**config.mk**
```make
export PLATFORM = sky130hd
export DESIGN_NAME = sysmgr_reboot_ctrl_flat
export DESIGN_NICKNAME = d
export VERILOG_FILES = /design/src/rtl/sysmgr_reboot_pkg.sv /design/src/rtl/sysmgr_reboot_if.sv /design/src/rtl/sysmgr_reboot_sync.sv /design/src/rtl/sysmgr_reboot_ctrl.sv /design/src/flat_wrapper.sv
export SDC_FILE = /design/constraint.sdc
export NUM_CORES = 1
export LEC_CHECK = 0
export BUFFER_PORTS_ARGS = -buffer_cell sky130_fd_sc_hd__buf_2
export CAP_MARGIN = 20
export CORE_AREA = 2 2 51 71
export DETAILED_ROUTE_END_ITERATION = 16
export DIE_AREA = 0 0 53 73
export HOLD_SLACK_MARGIN = 0.08
export PLACE_DENSITY = 0.82
export SLEW_MARGIN = 20
export SYNTH_ARGS = -nofsm -noshare
export SYNTH_HDL_FRONTEND = slang
export SYNTH_SLANG_ARGS = --single-unit
```
**constraint.sdc**
```tcl
create_clock -name clk -period 2.15 [get_ports clk]
set_input_delay 0.43 -clock clk [delete_from_list [all_inputs] [get_ports clk]]
set_output_delay 0.43 -clock clk [all_outputs]
set_load 0.02 [all_outputs]
```
**src/rtl/sysmgr_reboot_pkg.sv**
```systemverilog
// Shared types and constants for the reboot controller: state encoding, request modes,
// and the width helper for the reset-pulse counter.
package sysmgr_reboot_pkg;

   typedef enum logic [1:0] {
      ST_IDLE  = 2'd0,
      ST_ARMED = 2'd1,
      ST_FIRE  = 2'd2,
      ST_BOOT  = 2'd3
   } state_e;

   localparam logic MODE_RST  = 1'b0;
   localparam logic MODE_BOOT = 1'b1;

   function automatic int pulse_cnt_w(input int pulse_len);
      return $clog2(pulse_len + 1);
   endfunction

endpackage

```
**src/rtl/sysmgr_reboot_if.sv**
```systemverilog
// Request/status bundle between the logic domain and the reboot controller.
interface sysmgr_reboot_if #(
   parameter int DELAY_W = 16
);
   logic               req_trig;
   logic               req_cancel;
   logic               req_mode;
   logic [1:0]         req_sel;
   logic [DELAY_W-1:0] req_delay;
   logic               busy;
   logic               pll_rst_out;
   logic [1:0]         boot_sel;
   logic               boot_trig;

   modport master (
      output req_trig, req_cancel, req_mode, req_sel, req_delay,
      input  busy, pll_rst_out, boot_sel, boot_trig
   );

   modport slave (
      input  req_trig, req_cancel, req_mode, req_sel, req_delay,
      output busy, pll_rst_out, boot_sel, boot_trig
   );
endinterface

```
**src/rtl/sysmgr_reboot_sync.sv**
```systemverilog
// Two-flop synchronizer for an asynchronous level plus a one-cycle rising-edge pulse.
module sysmgr_reboot_sync (
   input  logic clk,
   input  logic rst,
   input  logic async_in,
   output logic rise_pulse
);
   logic meta_q;
   logic sync_q;
   logic prev_q;

   always_ff @(posedge clk) begin
      if (rst) begin
         meta_q <= 1'b0;
         sync_q <= 1'b0;
         prev_q <= 1'b0;
      end else begin
         meta_q <= async_in;
         sync_q <= meta_q;
         prev_q <= sync_q;
      end
   end

   assign rise_pulse = sync_q & ~prev_q;

endmodule

```
**src/rtl/sysmgr_reboot_ctrl.sv**
```systemverilog
// Reboot controller: synchronized trig/cancel, cancellable hold-off, fixed-width PLL reset pulse.
// Warmboot path (BOOT state, SB_WARMBOOT) is built only when SYSMGR_REBOOT_WARMBOOT_EN is defined.
//
//  state | meaning
//  IDLE  | no request pending, pll_rst_out low
//  ARMED | hold-off counting down, cancellable
//  FIRE  | pll_rst_out high for PULSE_LEN cycles
//  BOOT  | warmboot select/trigger driven, held until rst
module sysmgr_reboot_ctrl
   import sysmgr_reboot_pkg::*;
#(
   parameter int DELAY_W   = 16,
   parameter int PULSE_LEN = 16
) (
   input  logic           clk,
   input  logic           rst,
   sysmgr_reboot_if.slave bus
);
   localparam int                 PCNT_W     = pulse_cnt_w(PULSE_LEN);
   localparam logic [PCNT_W-1:0]  PULSE_INIT = PCNT_W'(PULSE_LEN);
   localparam logic [PCNT_W-1:0]  PULSE_ONE  = PCNT_W'(1);
   localparam logic [DELAY_W-1:0] DELAY_ONE  = DELAY_W'(1);

   state_e             state_q;
   logic [DELAY_W-1:0] cnt_q;
   logic [PCNT_W-1:0]  pcnt_q;
   logic               busy_q;
   logic               pll_rst_q;
   logic               trig_rise;
   logic               cancel_rise;
   logic               start_req;
   logic               hold_done;
   logic               go_boot;

   sysmgr_reboot_sync u_sync_trig (
      .clk        (clk),
      .rst        (rst),
      .async_in   (bus.req_trig),
      .rise_pulse (trig_rise)
   );

   sysmgr_reboot_sync u_sync_cancel (
      .clk        (clk),
      .rst        (rst),
      .async_in   (bus.req_cancel),
      .rise_pulse (cancel_rise)
   );

   // Cancel takes priority over the terminal count in the same cycle.
   assign start_req = (state_q == ST_IDLE) && trig_rise;
   assign hold_done = (start_req && (bus.req_delay == '0)) ||
                      ((state_q == ST_ARMED) && !cancel_rise && (cnt_q == DELAY_ONE));

`ifdef SYSMGR_REBOOT_WARMBOOT_EN
   logic       mode_q;
   logic [1:0] sel_q;
   logic [1:0] boot_sel_q;
   logic       boot_trig_q;

   assign go_boot = start_req ? (bus.req_mode == MODE_BOOT) : (mode_q == MODE_BOOT);

   // Select is loaded on BOOT entry, trigger follows a cycle later so S1:S0 settle first.
   always_ff @(posedge clk) begin
      if (rst) begin
         mode_q      <= MODE_RST;
         sel_q       <= '0;
         boot_sel_q  <= '0;
         boot_trig_q <= 1'b0;
      end else begin
         if (start_req) begin
            mode_q <= bus.req_mode;
            sel_q  <= bus.req_sel;
         end
         if (hold_done && go_boot) begin
            boot_sel_q <= start_req ? bus.req_sel : sel_q;
         end
         if (state_q == ST_BOOT) begin
            boot_trig_q <= 1'b1;
         end
      end
   end

   SB_WARMBOOT u_warmboot (
      .BOOT (boot_trig_q),
      .S1   (boot_sel_q[1]),
      .S0   (boot_sel_q[0])
   );

   assign bus.boot_sel  = boot_sel_q;
   assign bus.boot_trig = boot_trig_q;
`else
   logic unused_mode_sel;

   assign unused_mode_sel = ^{bus.req_mode, bus.req_sel};
   assign go_boot         = 1'b0;
   assign bus.boot_sel    = 2'b00;
   assign bus.boot_trig   = 1'b0;
`endif

   always_ff @(posedge clk) begin
      if (rst) begin
         state_q   <= ST_IDLE;
         cnt_q     <= '0;
         pcnt_q    <= '0;
         busy_q    <= 1'b0;
         pll_rst_q <= 1'b1;
      end else begin
         case (state_q)
            ST_IDLE: begin
               pll_rst_q <= 1'b0;
               if (trig_rise) begin
                  state_q <= ST_ARMED;
                  cnt_q   <= bus.req_delay;
                  busy_q  <= 1'b1;
               end
            end
            ST_ARMED: begin
               if (cancel_rise) begin
                  state_q <= ST_IDLE;
                  cnt_q   <= '0;
                  busy_q  <= 1'b0;
               end else if (cnt_q != '0) begin
                  cnt_q <= cnt_q - DELAY_ONE;
               end
            end
            ST_FIRE: begin
               if (pcnt_q != '0) begin
                  pcnt_q <= pcnt_q - PULSE_ONE;
               end
               if (pcnt_q == PULSE_ONE) begin
                  state_q   <= ST_IDLE;
                  pll_rst_q <= 1'b0;
                  busy_q    <= 1'b0;
               end
            end
`ifdef SYSMGR_REBOOT_WARMBOOT_EN
            ST_BOOT: begin
               pll_rst_q <= 1'b0;
               busy_q    <= 1'b1;
            end
`endif
            default: begin
               state_q   <= ST_IDLE;
               pll_rst_q <= 1'b0;
               busy_q    <= 1'b0;
            end
         endcase

         if (hold_done) begin
            busy_q <= 1'b1;
            if (go_boot) begin
               state_q <= ST_BOOT;
            end else begin
               state_q   <= ST_FIRE;
               pll_rst_q <= 1'b1;
               pcnt_q    <= PULSE_INIT;
            end
         end
      end
   end

   assign bus.busy        = busy_q;
   assign bus.pll_rst_out = pll_rst_q;

endmodule

```
**src/flat_wrapper.sv**
```systemverilog
// flat-port wrapper written by rule: the top's interface ports become plain ports
module sysmgr_reboot_ctrl_flat import sysmgr_reboot_pkg::*;
#(
   parameter int DELAY_W   = 16,
   parameter int PULSE_LEN = 16
)
  (clk, rst, bus_req_trig, bus_req_cancel, bus_req_mode, bus_req_sel, bus_req_delay, bus_busy, bus_pll_rst_out, bus_boot_sel, bus_boot_trig);
  sysmgr_reboot_if #(.DELAY_W(DELAY_W)) bus_i ();
  input  logic clk;
  input  logic rst;
  input wire logic [$bits(bus_i.req_trig)-1:0] bus_req_trig;
  input wire logic [$bits(bus_i.req_cancel)-1:0] bus_req_cancel;
  input wire logic [$bits(bus_i.req_mode)-1:0] bus_req_mode;
  input wire logic [$bits(bus_i.req_sel)-1:0] bus_req_sel;
  input wire logic [$bits(bus_i.req_delay)-1:0] bus_req_delay;
  output wire logic [$bits(bus_i.busy)-1:0] bus_busy;
  output wire logic [$bits(bus_i.pll_rst_out)-1:0] bus_pll_rst_out;
  output wire logic [$bits(bus_i.boot_sel)-1:0] bus_boot_sel;
  output wire logic [$bits(bus_i.boot_trig)-1:0] bus_boot_trig;
  assign bus_i.req_trig = bus_req_trig;
  assign bus_i.req_cancel = bus_req_cancel;
  assign bus_i.req_mode = bus_req_mode;
  assign bus_i.req_sel = bus_req_sel;
  assign bus_i.req_delay = bus_req_delay;
  assign bus_busy = bus_i.busy;
  assign bus_pll_rst_out = bus_i.pll_rst_out;
  assign bus_boot_sel = bus_i.boot_sel;
  assign bus_boot_trig = bus_i.boot_trig;
  sysmgr_reboot_ctrl #(.DELAY_W(DELAY_W), .PULSE_LEN(PULSE_LEN)) u_core (.clk(clk), .rst(rst), .bus(bus_i));
endmodule
```
Word level (Yosys, flattened, before mapping). Cells that the tools add are included.

Word-level logic and storage cells: 69. Output and inout port bits: 5. Bits of input ports: 23. Bits in registers: 31.

Add/sub/neg operators: 2. Reduce and logical (&&, ||, !) cells: 20. Bitwise gates (word level): 5. Eq/ne operators: 11. Muxes and demuxes: 18.

Operators by type and width (number): 16-bit two-way mux (3); 16-bit case mux with 2 select lines (1); 16-bit by 1-bit == test with 1-bit output, second input constant (1); 16-bit zero test (1); 16-bit nonzero test (1); 16-bit by 1-bit subtractor with 16-bit output, second input constant (1); 5-bit two-way mux (3); 3-bit by 1-bit != test with 1-bit output, second input constant (3); 3-bit AND reduction (3); 2-bit two-way mux (4); 2-bit by 1-bit != test with 1-bit output, second input constant (3); 2-bit case mux with 3 select lines (1); 2-bit AND reduction (3); 2-bit nonzero test (3); 5-bit by 1-bit == test with 1-bit output, second input constant (1); 5-bit nonzero test (1); 5-bit by 1-bit subtractor with 5-bit output, second input constant (1); 1-bit logical AND (4); 1-bit two-way mux (4); 3-bit by 2-bit != test with 1-bit output, second input constant (1); 1-bit inverter (3); 1-bit case mux with 3 select lines (1); 1-bit AND (2); 2-bit by 1-bit == test with 1-bit output, second input constant (1); other kinds (6) (6).

Logic depth before layout (Yosys ltp).
Depth in word-level cells: 8. Depth in mapped cells: 8. Mapped depth without buffers: 7.

Cells and area by module. Synthesis repeated with hierarchy kept, for this count alone.

Cells, all modules: 213. Area total of the unflattened synthesis: 1725.4 sq um.

Modules (own cells, without submodules): sysmgr_reboot_ctrl (cells each 199, instances 1, sequential area each 500.5 sq um, area each 1550.2 sq um); sysmgr_reboot_sync (cells each 7, instances 2, sequential area each 60.1 sq um, area each 87.6 sq um).

Worst setup path after synthesis. OpenSTA, ideal clock, no wires.

Path type: flip-flop to flip-flop. Start: reg u_core.cnt_q[0]. End: reg u_core.cnt_q[11]. Path buffers: 1. Setup slack: 0.248 ns. Data arrival time: 1.831 ns. Period minus slack after synthesis: 1.902 ns. Stages on the path, launching flop included: 9. Setup time: 0.071 ns. Data required time: 2.079 ns. Path through: dfxtp_1 -> inv_1 -> ha_1 -> nor3b_1 -> and3_1 -> a21oi_2 -> clkbuf_1 -> nand2_1 -> a21oi_1.

Word-level cells in the longest chain between the ends: 4. Elaborated cells between the ends (all ways): 7. Classes of those cells: add/sub: 1; eq/ne: 1; mux: 3; reduce/logical: 2.

Ends and longest elaborated chain: start, declared (RTL line sysmgr_reboot_ctrl.sv:25) `logic [DELAY_W-1:0] cnt_q;`; start signal, assigned (RTL line sysmgr_reboot_ctrl.sv:113) `cnt_q <= bus.req_delay;`; start signal, assigned (RTL line sysmgr_reboot_ctrl.sv:123) `cnt_q <= cnt_q - DELAY_ONE;`; 16-bit by 1-bit subtractor with 16-bit output (RTL line sysmgr_reboot_ctrl.sv:123); 16-bit two-way mux (RTL line sysmgr_reboot_ctrl.sv:122) `end else if (cnt_q != '0) begin`; 16-bit two-way mux (RTL line sysmgr_reboot_ctrl.sv:118) `if (cancel_rise) begin`; 16-bit case mux with 2 select lines (RTL line sysmgr_reboot_ctrl.sv:108) `case (state_q)`.

Parallel ways exist; a longest one is shown, timed or not. The select of a mux whose other input is x is not followed. A chain may end at the register's enable or synchronous reset.

Worst setup path after layout.
Start: reg u_core.cnt_q[0]. End: reg u_core.cnt_q[14].

The elaborated chain is that of the path after synthesis.

==> flow_summary.ini <==
[timing]
slew_viol_final = 0
setup_tns_ns = 0
fmax_mhz = 490.9
tightest_slew_ns = 0.7013
relSlewSlack_pct = 53.24
rsz0062_at_grt = false
fin_crit_ns = 2.037
hold_viol = 0
final-setup-viol-count = 0
skew_ns = 0.009142
fin_crit_sh_pct = 94.74
timing.final.ws_setup_ns = 0.1130

[route]
drt_iter0_markers = 87
ant_nets = 0
vias_per_cell = 6.085
drc = 0
first_pass_iters = 5
vias = 1710
drt_wl_total_um = 4365
wire_per_inst_um = 15.53

[layout]
final_cells = 281
largest_reg_flops = 16
largest-register = u_core.cnt_q
multi_input_area_mm2 = 0.001017
nNetsFinal = 267
antenna_cells = 0
seqCellArea_um2 = 620.6
reg_top3 = u_core.cnt_q x16, u_core.pcnt_q x5, u_core.state_q x2
fill_cells = 308
drive_gt1_share_pct = 20.75
area_growth_pct = 18.68

[clocking]
cts_tree = done
cts.sinks = 31
numCtsBuffers = 5
h-tree-depth = 2
insertion_delay_ns = 0.29
clkTransAtPathRegs_ns = 0.07
clock_path_buffers = 2
cts_hold_buf = 0
cts_setup_buffers = 0
clock-root-buffer = clkbuf_8

[power_and_ir_drop]
seqPwrFrac_pct = 39.8
power.density_mw_per_mm2 = 797.7
p_leak_nw = 0.7996
ir_drop_v = 0.0005941
netSwitchingFraction_pct = 29.45
clkPwrFrac_pct = 37.1
p_comb_share_pct = 23.1
power_mw = 1.617
internal_power_mw = 1.141
switchingPower_mw = 0.4762

[floorplanning]
pin_count = 28
initial_utilization_pct = 52.00
coreArea_mm2 = 0.003284
die_y_um = 73
die_area_mm2 = 0.003869
die_x_um = 53
row_count = 25

[placement]
dp_slack_ns = 0.1637
gp_congestion = 0.8579
dp.cells = 273
io_buffers = 21
hpwl_um = 3098

[logic_synthesis]
ys.warnings.count = 0
synth_top_area_share_pct = 36.34
synthArstFlopShare_pct = 0
synth_common_cells = dfxtp_1, nor2_1, a21oi_1, nand2_1, o21ai_0
ys_seq_area_share_pct = 36.34
synth_cell_type_count = 43
yosys-top-cells-area = dfxtp_1, nor2_1, a21oi_1
syn-instance-count = 209
avgSynthCellArea_um2 = 8.172
yosysMostFrequentCell = dfxtp_1
synth-main-ff-cell = dfxtp_1
ys_ff_latch = 31
yosysTopAreaCell = dfxtp_1
synth_edf_count = 0
netlist_area_mm2 = 0.001708

[worst_setup_path]
cp.required_ns = 2.32
end_kind = register
reg2regPathDepth = 8
critPathArrivalTime_ns = 2.21
critPathLaunchType = register
critPathMaxFanout = 7
path_class = reg -> reg

[global_route]
grt_pass1_vias = 1619
grt_util_met3_pct = 6.967
busiest_layer = met2
grt_pass1_wl_um = 7010
met1_usage_pct = 26.82
antenna_found_initial = 0
grt_start_max_net_pins = 17
grt_util_met2_pct = 43.06
overflow = 0
track_usage_pct = 24.71

[outcome]
status = finished, final reports clean

[job]
cap_violations = 0

[min_path]
hp-class = in -> reg
hold_path_depth = 2
==> routing by layer <==
| layer | vias to the layer above | wire length [um] | share of wire (%) |
|---|---|---|---|
| li1 | 832 | - | - |
| met1 | 792 | 1690 | 39 |
| met2 | 69 | 2265 | 52 |
| met3 | 17 | 275 | 6.3 |
| met4 | 0 | 133 | 3.0 |
| met5 | - | 0 | 0 |
==> area by class of cell <==
cell class,instances,area share [%]
inverter,7,1.296
sequential,31,30.62
tap,40,2.469
timing repair buffer,33,9.630
clock inverter,2,1.728
clock buffer,6,4.074
multi-input combinational,162,50.19
==> final timing paths <==
path	start	to	slack (ns)
setup reg to reg	u_core.cnt_q[0]	u_core.cnt_q[14]	0.11
hold / removal	bus_req_cancel	u_core.u_sync_cancel.meta_q	0.35
hold reg to reg	u_core.u_sync_cancel.meta_q	u_core.u_sync_cancel.sync_q	0.44
setup / recovery	u_core.cnt_q[0]	u_core.cnt_q[14]	0.11
==> power groups by stage <==
| stage | Combinational (mW) | Clock (mW) | Sequential, mW |
|---|---|---|---|
| after floorplan | 0.245 | 0 | 0.648 |
| after global placement | 0.354 | 0 | 0.652 |
| after detailed placement | 0.358 | 0 | 0.655 |
| after CTS | 0.366 | 0.600 | 0.642 |
| after global routing | 0.408 | 0.629 | 0.647 |
| final | 0.374 | 0.599 | 0.644 |
==> stage by stage <==
stage | cell area (um2) | hold WS (ns) | utilization (%)
floorplan | 1715 | 0.4138 | -
global placement | 1898 | 0.4193 | 57.79
detailed placement | 1898 | 0.4353 | 57.79
CTS | 2016 | 0.3563 | 61.37
global route | 2027 | 0.3508 | 61.71
finish | 2027 | 0.3535 | 61.71
==> critical path, cell delays in order, from the launching register on <==
cell	delay, ns
dfxtp_1	0.46
inv_1	0.09
ha_1	0.26
nor3b_1	0.18
and3_1	0.25
a21o_1	0.18
buf_4	0.15
a221oi_1	0.25
nor3_1	0.09
==> layout by cell type, fill, tap and decap left out, drive strengths merged, types with 3 or more instances in the layout <==
master,Yosys,routed
a211oi,5,5
a21oi,14,14
a221oi,4,4
a22oi,4,4
a32o,6,6
buf,7,33
clkbuf,4,6
conb,1,3
dfxtp,31,31
ha,4,4
inv,7,7
nand2,13,13
nand2b,5,5
nand4,3,3
nor2,29,29
nor2b,8,8
nor3,9,9
nor3b,3,3
nor4,11,11
o21ai,11,11
or4,3,3
xor2,6,6
==> repair_timing <==
action                                  4_1_cts  5_1_grt
endpoints found under the setup margin        0        1
resized for setup                             0        2
hold endpoints to repair                      0        0
==> cell families after synthesis <==
family	Yosys count	synth area share (%)
flops	31	36.34
buf+inv	18	5.202
other cells	1	0.2196
fa+ha+maj	4	2.931
xor+xnor	8	4.103
simple gates	94	29.82
compound gates	53	21.39
Power figures use the tool's default switching activity.
